File: src/rtl/inv_shl_pkg.sv
// Shared types and helpers for the shift-left invertibility solver.
// Optional build macro used by the solver: INV_SHL_FAST_PATH_EN.
package inv_shl_pkg;

  // Widest legal WIDTH; the helpers work on values zero-padded to this size.
  localparam int MAX_W = 16;

  typedef enum logic [1:0] {
    OP_SGE = 2'b00,
    OP_SGT = 2'b01,
    OP_UGE = 2'b10,
    OP_UGT = 2'b11
  } op_e;

  typedef enum logic [1:0] {
    IDLE,
    SEARCH,
    DONE
  } state_e;

  // Shift left within a w-bit word; any amount >= w yields zero.
  function automatic logic [MAX_W-1:0] shl_sat(input logic [MAX_W-1:0] val,
                                              input logic [MAX_W-1:0] amt,
                                              input int w);
    logic [MAX_W:0]   mask_full;
    logic [MAX_W-1:0] res;
    mask_full = (17'd1 << w) - 17'd1;
    if (amt >= MAX_W'(w)) res = '0;
    else                  res = (val << amt) & mask_full[MAX_W-1:0];
    return res;
  endfunction

  // Compare two w-bit values. Both are left-aligned to MAX_W bits first so the
  // w-bit sign bit lands in the MSB and a plain MAX_W-bit compare is exact.
  function automatic logic cmp_op(input logic [MAX_W-1:0] a,
                                  input logic [MAX_W-1:0] b,
                                  input op_e              op,
                                  input int               w);
    logic [MAX_W-1:0] a_al;
    logic [MAX_W-1:0] b_al;
    logic             res;
    a_al = a << (MAX_W - w);
    b_al = b << (MAX_W - w);
    case (op)
      OP_SGE:  res = $signed(a_al) >= $signed(b_al);
      OP_SGT:  res = $signed(a_al) >  $signed(b_al);
      OP_UGE:  res = a_al >= b_al;
      default: res = a_al >  b_al;
    endcase
    return res;
  endfunction

endpackage

File: src/rtl/inv_shl_check.sv
// Combinational constraint check: sat = (x << s) op t when pos=0,
// sat = (s << x) op t when pos=1. Shared by the search and fast paths.
module inv_shl_check
  import inv_shl_pkg::*;
#(
  parameter int WIDTH = 8
) (
  input  logic [WIDTH-1:0] x,
  input  logic [WIDTH-1:0] s,
  input  logic [WIDTH-1:0] t,
  input  op_e              op,
  input  logic             pos,
  output logic             sat
);

  logic [MAX_W-1:0] val;
  logic [MAX_W-1:0] amt;

  // Pick which operand is shifted and which is the amount, then compare.
  always_comb begin
    val = pos ? MAX_W'(s) : MAX_W'(x);
    amt = pos ? MAX_W'(x) : MAX_W'(s);
    sat = cmp_op(shl_sat(val, amt, WIDTH), MAX_W'(t), op, WIDTH);
  end

endmodule

File: src/rtl/inv_shl_search.sv
// Sequential invertibility solver for shift-left constraints.
// Searches x in ascending order, one candidate per cycle, and returns the
// first x with (x<<s) op t (pos=0) or (s<<x) op t (pos=1).
// Build macro INV_SHL_FAST_PATH_EN: pos=0 queries check a single closed-form
// candidate (the largest reachable x<<s) instead of searching.
module inv_shl_search
  import inv_shl_pkg::*;
#(
  parameter int WIDTH = 8,
  parameter int CNT_W = WIDTH + 1
) (
  input  logic             clk,
  input  logic             rst_n,
  input  logic             in_valid,
  output logic             in_ready,
  input  logic [WIDTH-1:0] s,
  input  logic [WIDTH-1:0] t,
  input  logic [1:0]       op,
  input  logic             pos,
  input  logic             flush,
  output logic             out_valid,
  input  logic             out_ready,
  output logic             found,
  output logic [WIDTH-1:0] x
);

  state_e           state_q, state_d;
  logic [CNT_W-1:0] k_q, k_d;
  logic             found_q, found_d;
  logic [WIDTH-1:0] x_q, x_d;
  logic [WIDTH-1:0] s_q, t_q;
  op_e              op_q;
  logic             pos_q;
  logic             load;

  logic [WIDTH-1:0] cand;
  logic             sat;
  logic             fast_path;
  logic             last_k;

  assign last_k = (k_q == CNT_W'((1 << WIDTH) - 1));

`ifdef INV_SHL_FAST_PATH_EN
  logic [WIDTH-1:0] fast_x;

  // Closed-form candidate: the x whose shift reaches the largest value allowed
  // by the signedness of the compare; shifts past the width leave x = 0.
  always_comb begin
    if (op_q == OP_SGE || op_q == OP_SGT) fast_x = {1'b0, {(WIDTH-1){1'b1}}} >> s_q;
    else                                  fast_x = {WIDTH{1'b1}} >> s_q;
    fast_path = ~pos_q;
    cand      = fast_path ? fast_x : k_q[WIDTH-1:0];
  end
`else
  // Only the exhaustive search exists: the candidate is the counter.
  always_comb begin
    fast_path = 1'b0;
    cand      = k_q[WIDTH-1:0];
  end
`endif

  inv_shl_check #(.WIDTH(WIDTH)) u_check (
    .x   (cand),
    .s   (s_q),
    .t   (t_q),
    .op  (op_q),
    .pos (pos_q),
    .sat (sat)
  );

  // Next-state and result logic; flush overrides every state.
  // NOTE: every output of this block is given a default first, so no path
  // leaves a variable unassigned and no latch is inferred.
  always_comb begin
    state_d = state_q;
    k_d     = k_q;
    found_d = found_q;
    x_d     = x_q;
    load    = 1'b0;
    if (flush) begin
      state_d = IDLE;
      found_d = 1'b0;
      x_d     = '0;
    end else begin
      case (state_q)
        IDLE: begin
          if (in_valid) begin
            load    = 1'b1;
            k_d     = '0;
            found_d = 1'b0;
            x_d     = '0;
            state_d = SEARCH;
          end
        end
        SEARCH: begin
          if (sat) begin
            found_d = 1'b1;
            x_d     = cand;
            state_d = DONE;
          end else if (fast_path || last_k) begin
            found_d = 1'b0;
            x_d     = '0;
            state_d = DONE;
          end else begin
            k_d = k_q + CNT_W'(1);
          end
        end
        DONE: begin
          if (out_ready) begin
            found_d = 1'b0;
            x_d     = '0;
            state_d = IDLE;
          end
        end
        default: state_d = IDLE;
      endcase
    end
  end

  // State, counter and result registers.
  // NOTE: sequential state uses non-blocking assignments so every register
  // samples the pre-edge values regardless of statement order.
  always_ff @(posedge clk or negedge rst_n) begin
    if (!rst_n) begin
      state_q <= IDLE;
      k_q     <= '0;
      found_q <= 1'b0;
      x_q     <= '0;
    end else begin
      state_q <= state_d;
      k_q     <= k_d;
      found_q <= found_d;
      x_q     <= x_d;
    end
  end

  // Query registers, captured only in the accept cycle.
  always_ff @(posedge clk or negedge rst_n) begin
    if (!rst_n) begin
      s_q   <= '0;
      t_q   <= '0;
      op_q  <= OP_SGE;
      pos_q <= 1'b0;
    end else if (load) begin
      s_q   <= s;
      t_q   <= t;
      op_q  <= op_e'(op);
      pos_q <= pos;
    end
  end

  assign in_ready  = (state_q == IDLE);
  assign out_valid = (state_q == DONE);
  assign found     = found_q;
  assign x         = x_q;

endmodule
File: config.mk
export PLATFORM = sky130hd
export DESIGN_NAME = inv_shl_search
export DESIGN_NICKNAME = d
export VERILOG_FILES = /design/src/rtl/inv_shl_pkg.sv /design/src/rtl/inv_shl_check.sv /design/src/rtl/inv_shl_search.sv
export SDC_FILE = /design/constraint.sdc
export NUM_CORES = 1
export LEC_CHECK = 0
export CORE_MARGIN = 3
export CORE_UTILIZATION = 30
export DETAILED_ROUTE_END_ITERATION = 8
export PLACE_DENSITY = 0.54
export SLEW_MARGIN = 0
export SYNTH_ARGS = -nofsm -noshare
export SYNTH_HDL_FRONTEND = slang
export SYNTH_SLANG_ARGS = --single-unit
File: constraint.sdc
create_clock -name clk -period 5.7 [get_ports clk]
set_input_delay 1.425 -clock clk [delete_from_list [all_inputs] [get_ports clk]]
set_output_delay 1.425 -clock clk [all_outputs]
set_load 0.01 [all_outputs]
==> out/results.ini, run 1 <==
[power_and_ir_drop]
leakagePower_nw = 1.28
pwr_density_cell_mw_per_mm2 = 478
vdd_drop_max_mv = 0.151

[routing]
postRouteWirelength_um = 5490
first_pass_iters = 4
vias_per_cell = 4.98
drc = 0
vias = 2006
ant_nets = 0
drt_iter0_markers = 56
wl_per_cell_um = 13.6

[sta]
period_share_pct = 77.8
setup-tns-final_ns = 0
finalSetupViolations = 0
layout_min_cycle_time_ns = 4.44
drv_slew = 0
finalClockSkew_ns = 0.00927
fin_hold_ws_ns = 0.500
fmax_mhz = 225
rsz0062_at_grt = no
worstMarginPinSlew_ns = 1.11
relSlewSlack_pct = 26.0
hold_viol = 0

[yosys]
yosysSeqAreaShare_pct = 38.0
ys_top_cells_by_area = dfrtp_1 38%, mux2_2 11%, mux2i_1 8.2%, ha_1 6.8%, inv_1 3.2%
synth_top_area_share_pct = 38.0
synth_xor_xnor_area_share_pct = 0
synthTopCellsByCount = 39 x dfrtp_1, 24 x mux2_2, 22 x inv_1, 22 x nand2_1, 21 x mux2i_1
synthArstFlopShare_pct = 100
yosys.area.top_type = dfrtp_1
syn_area_mm2 = 0.00257
yosysWarnings = 0
synth_compound_area_share_pct = 14.7
synth_most_common_cell = dfrtp_1
avgSynthCellArea_um2 = 9.58
synthMuxAreaShare_pct = 19.7
yosys.area_share.adder_pct = 6.83
synth_fp_nets = 306
synth_cells = 268
synth_top_flop_cell = dfrtp_1
synth.distinct_cells = 48
synth_top_family_by_area = multiplexers
synth.ff_latch_count = 39
synth-simple-area-share_pct = 14.9
synth_edf_count = 0

[global_route]
antenna_found_initial = 0
gr-usage-met3_pct = 3.18
grt_max_degree = 40
busiest_layer = met2
overflow = 0
grt_pass1_wl_um = 9610
use_met1_pct = 16.8
grt_use_total_pct = 12.0
grt_pass1_vias = 1984
met2_usage_pct = 18.5

[cts]
htreeDepth = 2
cts_sinks = 39
clk_pin_slew_ns = 0.08
cts_tree = done
cts_setup_buffers = 0
ctsResizeCount = 0
cts_hold_buf = 0
clockBufferDepth = 2
cts-root-buf = clkbuf_8
cts_buffers = 5
clock_latency_ns = 0.30

[placed_design]
gp_congestion = 0.768
dp_hpwl_um = 4040
portBuffers = 34

[layout]
areaGrowthSynthToFinish_pct = 21.2
drive_gt1_share_pct = 13.4
final_core_util_pct = 37.7
antennaDiodeCount = 0
nNetsFinal = 335

[critical_path]
crit_chain = mux2i_1 > o211ai_1 > o21ai_0 > nor2_1 > a211oi_1 > ha_1 > or3b_1 > o21ai_1 > o21ba_1 > or4_1 > o21ai_2 > mux2_4
critPathMaxStageDelay_ns = 0.83
cp_data_required_time_ns = 5.89
crit_fanout = 22
critPathArrivalTime_ns = 4.62
cp-end-kind = flip-flop
crit_slowest_cell = mux2i_1
worstSetupPathType = reg -> reg
cp-start-kind = flip-flop

[floorplanning]
dieArea_mm2 = 0.00970
io_pins = 35
core_area_mm2 = 0.00826
rows = 33
start_util_pct = 31.1
die_w_um = 98.5
die_h_um = 98.5

[worst_hold_path]
worstHoldPathType = reg -> reg

[status]
outcome = finished clean

[flow_run]
max-cap-violations = 0

## routing by layer
layer | vias up | share of wire [%]
met4 | 0 | 0.84
met1 | 943 | 50
met2 | 34 | 45
met3 | 6 | 4.7
met5 | - | 0
li1 | 1023 | -
## placed cells by master (no fill, tap or decap), types with 4 or more instances in the layout
cell type,synthesis,layout
a21oi_1,15,15
clkbuf_8,0,5
clkdlybuf4s50_1,0,33
dfrtp_1,39,39
ha_1,14,14
inv_1,22,22
mux2_2,24,24
mux2i_1,21,21
nand2_1,22,22
nand2b_1,5,5
nand3_1,6,6
nor2_1,15,15
nor3_1,5,5
o211ai_1,6,6
o21ai_0,9,9
o21ai_1,4,4
or3_1,5,5
## critical path: cells and delay by family (launching register included)
| kind | cells | cell delay, ns |
|---|---|---|
| flip-flops | 1 | 0.79 |
| multiplexers | 2 | 1.17 |
| adder cells (fa/ha/maj) | 1 | 0.33 |
| AO/OA/AOI/OAI | 6 | 1.05 |
| AND/OR/NAND/NOR | 3 | 0.99 |
## layout make-up
cell class / instances / area (um2)
Tap cell: 105 / 131
Fill cell: 838 / 5150
Clock buffer: 5 / 68.8
Sequential cell: 39 / 976
Inverter: 22 / 82.6
Multi-Input combinational cell: 194 / 1440
Timing Repair Buffer: 35 / 343
Clock inverter: 3 / 67.6
## state kept, by name, summed over array words and instances, names as in the netlist
register / count
k_q: 9
pos_q: 1
found: 1
state_q: 2
x: 8
op_q: 2
s_q: 8
t_q: 8
## final timing paths
check                      cells after the start  slack, ns     end  startpoint
min                                            2       0.50  k_q[8]      k_q[8]
max                                           12       1.26   found       pos_q
max reg2reg                                   12       1.26   found       pos_q
min in group asynchronous                      1       1.23    x[5]       rst_n
min reg2reg                                    2       0.50  k_q[8]      k_q[8]
max in group asynchronous                      1       3.92  t_q[1]       rst_n
## metrics by stage
step                      setup slack [ns]  area [um2]  instances  power [mW]
after global placement                1.38        2970        395        1.20
after global routing                 0.860        3110        403        1.62
final                                 1.26        3110        403        1.49
after CTS                             1.27        3110        403        1.51
after detailed placement              1.29        2970        395        1.22
after floorplan                       1.94        2570        268        1.05
## power by group
group	internal, mW	switching [mW]	total, mW
Clock	0.175	0.108	0.282
Combinational	0.353	0.375	0.729
Sequential	0.360	0.117	0.477
Total	0.888	0.600	1.49
## cell families after synthesis
logic type / count (synthesis)
AO/OA/AOI/OAI: 57
flip-flops: 39
buffers and inverters: 35
multiplexers: 47
AND/OR/NAND/NOR: 76
adder cells (fa/ha/maj): 14
(Power assumes the default switching activity.)
==> run 2: changes to the inputs <==
--- a/config.mk
+++ b/config.mk
@@ -8,7 +8,7 @@
 export CORE_MARGIN = 3
 export CORE_UTILIZATION = 30
 export DETAILED_ROUTE_END_ITERATION = 8
-export PLACE_DENSITY = 0.54
+export PLACE_DENSITY = 0.56
 export SLEW_MARGIN = 0
 export SYNTH_ARGS = -nofsm -noshare
 export SYNTH_HDL_FRONTEND = slang
==> constraint.sdc (replaced) <==
create_clock -name clk -period 3.64 [get_ports clk]
set_input_delay 0.91 -clock clk [delete_from_list [all_inputs] [get_ports clk]]
set_output_delay 0.91 -clock clk [all_outputs]
set_load 0.01 [all_outputs]
==> out/results.ini, run 2 (synthesized netlist as in run 1, its figures left out) <==
[floorplanning]
die_w_um = 98.5
dieArea_mm2 = 0.00970
core_area_mm2 = 0.00826
rows = 33
io_pins = 35
start_util_pct = 31.1
die_h_um = 98.5

[sta]
setup-tns-final_ns = 0
worstMarginPinSlew_ns = 0.903
period_share_pct = 97.9
finalSetupViolations = 0
drv_slew = 0
fmax_mhz = 281
relSlewSlack_pct = 39.8
finalClockSkew_ns = 0.00911
finalWorstSetupSlack_ns = 0.0775
rsz0062_at_grt = yes
layout_min_cycle_time_ns = 3.56
hold_viol = 0

[placed_design]
place_inst = 429
dp_hpwl_um = 4860
pre_cts_slack_ns = -0.187
portBuffers = 34
gp_congestion = 0.929

[worst_hold_path]
worstHoldPathType = reg -> reg

[cts]
cts_sinks = 39
cts_buffers = 5
htreeDepth = 2
cts-root-buf = clkbuf_8
cts_tree = done
clockBufferDepth = 2
clk_pin_slew_ns = 0.09
clock_latency_ns = 0.30
cts_hold_buf = 0

[routing]
ant_nets = 0
vias = 2232
wl_per_cell_um = 15.1
vias_per_cell = 5.00
first_pass_iters = 4
drt_iter0_markers = 63
postRouteWirelength_um = 6750
drc = 0

[critical_path]
path_common_cell = or4_4
crit_fanout = 4
critPathArrivalTime_ns = 3.75
critPathMaxStageDelay_ns = 0.55
cp-end-kind = flip-flop
crit_chain = nand2b_4 > or4_4 > a221o_1 > nand2_1 > o21ai_2 > a211oi_2 > ha_1 > nand4_1 > nor3_1 > or2_4 > or4_4 > o21ai_4 > mux2_4
cp_top_family = simple AND/OR/NAND/NOR gates
worstSetupPathType = reg -> reg
cp-start-kind = flip-flop
crit_slowest_cell = or4_4
cp_data_required_time_ns = 3.83
worst-path-buf-inv = 0

[layout]
finalNonFillerCells = 446
nNetsFinal = 378
regMostFlops = k_q
drive_gt1_share_pct = 32.8
final_cell_mix = 40 x buf_4, 36 x dfrtp_1, 33 x clkdlybuf4s50_1
largest_register_ffs = 9
areaGrowthSynthToFinish_pct = 40.0
layout_commonest_cell = buf_4
antennaDiodeCount = 0

[global_route]
grt_pass1_vias = 2306
grt_max_degree = 40
overflow = 0
grt_use_total_pct = 13.9
grt_pass1_wl_um = 11100
antenna_found_initial = 0

[status]
outcome = finished clean

[power_and_ir_drop]
pwr_density_cell_mw_per_mm2 = 803
vdd_drop_max_mv = 0.471
leakagePower_nw = 1.52

[flow_run]
max-cap-violations = 0

run 2: repair_timing:
| item | CTS | global route |
|---|---|---|
| endpoints found under the setup margin | 16 | 18 |
| gates resized for setup | 11 | 25 |
| pin swaps | 14 | 17 |
| hold endpoints to repair | 0 | 0 |
| buffers inserted | 7 | 2 |
| gates cloned | 0 | 0 |
run 2: path summary, 6_finish.rpt:
kind                             start     end  slack (ns)  depth (start not counted)
worst max-delay path            k_q[7]   found        0.08                         13
worst min-delay path            k_q[8]  k_q[8]        0.50                          2
worst max register to register  k_q[7]   found        0.08                         13
worst min register to register  k_q[8]  k_q[8]        0.50                          2
max in group asynchronous        rst_n  s_q[4]        2.29                          1
min in group asynchronous        rst_n    x[7]        0.73                          1
run 2: layout make-up:
class | instances | area, um2
clock inverters | 3 | 43.8
clock buffers | 5 | 68.8
well taps | 105 | 131
fillers | 815 | 4670
inverters | 22 | 82.6
flip-flops and latches | 39 | 980
repair buffers | 78 | 698
multi-input cells | 194 | 1590
run 2: power by group:
group | total (mW) | leakage, nW | switching (mW) | internal [mW]
Sequential | 0.725 | 0.497 | 0.157 | 0.568
Combinational | 1.78 | 0.967 | 0.852 | 0.930
Clock | 0.377 | 0.0581 | 0.172 | 0.204
Total | 2.88 | 1.52 | 1.18 | 1.70
run 2: metal layers:
metal | wire (um) | vias to the layer above | part of all wire (%) | track usage (%)
met5 | 0 | - | 0 | 0
met4 | 71 | 0 | 1.1 | 3.57
met3 | 240 | 7 | 3.6 | 2.55
met2 | 3320 | 46 | 49 | 23.7
met1 | 3120 | 1071 | 46 | 18.4
li1 | - | 1108 | - | -
run 2: metrics by stage:
step                      power (mW)  utilization [%]  hold slack, ns  area, um2
after floorplan                 1.65                -           0.456       2590
after global placement          2.19             39.5           0.467       3260
after detailed placement        2.20             39.5           0.487       3260
after CTS                       2.73             42.2           0.507       3480
after global routing            3.09             43.5           0.530       3590
final                           2.88             43.5           0.502       3590
run 2: worst register-to-register path, stage by stage, from the launching register on:
cell and delay (ns):
dfrtp_1 0.40, nand2b_4 0.15, or4_4 0.46, a221o_1 0.34
nand2_1 0.09, o21ai_2 0.07, a211oi_2 0.24, ha_1 0.32
nand4_1 0.12, nor3_1 0.06, or2_4 0.23, or4_4 0.55
o21ai_4 0.10, mux2_4 0.32
==> run 3: changes to the inputs <==
--- a/config.mk
+++ b/config.mk
@@ -6,9 +6,9 @@
 export NUM_CORES = 1
 export LEC_CHECK = 0
 export CORE_MARGIN = 3
-export CORE_UTILIZATION = 30
+export CORE_UTILIZATION = 40
 export DETAILED_ROUTE_END_ITERATION = 8
-export PLACE_DENSITY = 0.56
+export PLACE_DENSITY = 0.69
 export SLEW_MARGIN = 0
 export SYNTH_ARGS = -nofsm -noshare
 export SYNTH_HDL_FRONTEND = slang
==> out/results.ini, run 3 (synthesized netlist as in run 1, its figures left out) <==
[global_route]
antenna_found_initial = 0
grt_max_degree = 40
overflow = 0
grt_use_total_pct = 16.6
grt_pass1_wl_um = 9840
grt_pass1_vias = 2177

[placed_design]
postPlaceCellArea_mm2 = 0.00313
pre_cts_slack_ns = -0.0874
dp_hpwl_um = 4310
portBuffers = 34
gp_congestion = 0.904

[routing]
postRouteWirelength_um = 5820
vias_per_cell = 5.37
ant_nets = 0
drc = 0
vias = 2166
wl_per_cell_um = 14.4
drt_iter0_markers = 95
first_pass_iters = 4

[critical_path]
crit_fanout = 8
worstSetupPathType = reg -> reg
critPathArrivalTime_ns = 3.81
crit_chain = buf_6 > nand2b_4 > or4_4 > o22a_1 > o21a_1 > a211oi_2 > ha_1 > buf_4 > a41o_2 > o21ba_4 > or4_4 > o21ai_4 > buf_8 > mux2i_1
cp-start-kind = flip-flop
critPathMaxStageDelay_ns = 0.54
crit_slowest_cell = or4_4
cp-end-kind = flip-flop
worst-path-buf-inv = 3
cp_top_family = compound AO/OA/AOI/OAI gates
path_common_cell = or4_4
cp_data_required_time_ns = 3.85

[floorplanning]
core_area_mm2 = 0.00606
dieArea_mm2 = 0.00741
io_pins = 35
die_h_um = 86.1
rows = 28
start_util_pct = 42.3
die_w_um = 86.1

[sta]
period_share_pct = 98.9
setup-tns-final_ns = 0
rsz0062_at_grt = yes
hold_viol = 0
worstMarginPinSlew_ns = 0.873
finalClockSkew_ns = 0.00995
finalWorstSetupSlack_ns = 0.0394
drv_slew = 0
finalSetupViolations = 0
fmax_mhz = 278
layout_min_cycle_time_ns = 3.60
relSlewSlack_pct = 41.8

[power_and_ir_drop]
vdd_drop_max_mv = 0.389
p_sw_mw = 1.09
leakagePower_nw = 1.45
pwr-share-comb_pct = 59.5
power_mw = 2.68
power_frac_seq_pct = 26.8
swShare_pct = 40.8
p_clk_share_pct = 13.7
p_int_mw = 1.59
pwr_density_cell_mw_per_mm2 = 785

[cts]
cts_tree = done
cts_sinks = 39
htreeDepth = 2
cts-root-buf = clkbuf_8
clockBufferDepth = 2
cts_buffers = 5
clock_latency_ns = 0.30
cts_hold_buf = 0
clk_pin_slew_ns = 0.08

[layout]
drive_gt1_share_pct = 29.0
nNetsFinal = 365
design_area_mm2 = 0.00342
fillCellCount = 549
antennaDiodeCount = 0
regMostFlops = k_q
largest_register_ffs = 9
areaGrowthSynthToFinish_pct = 33.2
layout_commonest_cell = dfrtp_1
final_cell_mix = 36 x dfrtp_1, 33 x clkdlybuf4s50_1, 29 x buf_4

[status]
outcome = finished clean

[flow_run]
max-cap-violations = 0

[worst_hold_path]
worstHoldPathType = reg -> reg

==> run 3: changes by cell type in the layout (fill, tap and decap cells not counted), sizes merged <==
cell / before / now
buf: 45 / 32
==> run 3: final timing paths <==
path	to	cells after the start	slack [ns]	from
worst max-delay path	x[0]	14	0.04	pos_q
worst min-delay path	k_q[8]	2	0.50	k_q[8]
worst max register to register	x[0]	14	0.04	pos_q
worst min register to register	k_q[8]	2	0.50	k_q[8]
max in group asynchronous	pos_q	1	2.31	rst_n
min in group asynchronous	state_q[1]	1	0.72	rst_n
==> run 3: worst min-delay path, cell delays in order (launching register included) <==
cell     delay, ns
dfrtp_1       0.34
nand2_1       0.05
o21ai_1       0.06
==> run 3: area by class of cell <==
class | count | area [um2] | area share (%)
sequential | 39 | 980 | 28.7
inverter | 22 | 82.6 | 2.42
timing repair buffer | 65 | 579 | 16.9
tap | 75 | 93.8 | 2.75
clock buffer | 5 | 68.8 | 2.01
clock inverter | 3 | 43.8 | 1.28
multi-input combinational | 194 | 1570 | 45.9
==> run 3: metrics by stage <==
stage	util [%]	hold WS, ns	std cells
finish	56.4	0.496	403
global placement	51.7	0.470	390
detailed placement	51.7	0.485	390
CTS	53.8	0.502	398
floorplan	-	0.456	268
global route	56.4	0.525	403
==> run 3: routing by layer <==
| metal | track usage (%) | share of wire (%) |
|---|---|---|
| met1 | 22.8 | 48 |
| met2 | 26.9 | 47 |
| met3 | 3.46 | 4.3 |
| met4 | 3.74 | 0.76 |
| met5 | 0 | 0 |
==> run 3: power groups by stage <==
stage	registers, mW	logic (mW)	clock network, mW
CTS	0.713	1.38	0.379
floorplan	0.654	1.00	0
global placement	0.711	1.34	0
finish	0.719	1.60	0.367
global route	0.740	1.76	0.401
detailed placement	0.717	1.36	0
==> run 3: what timing repair did <==
action / 4_1_cts / 5_1_grt
resized for setup: 4 / 27
gates cloned: 0 / 0
endpoints found under the setup margin: 10 / 17
pin swaps: 1 / 13
buffers inserted: 0 / 5
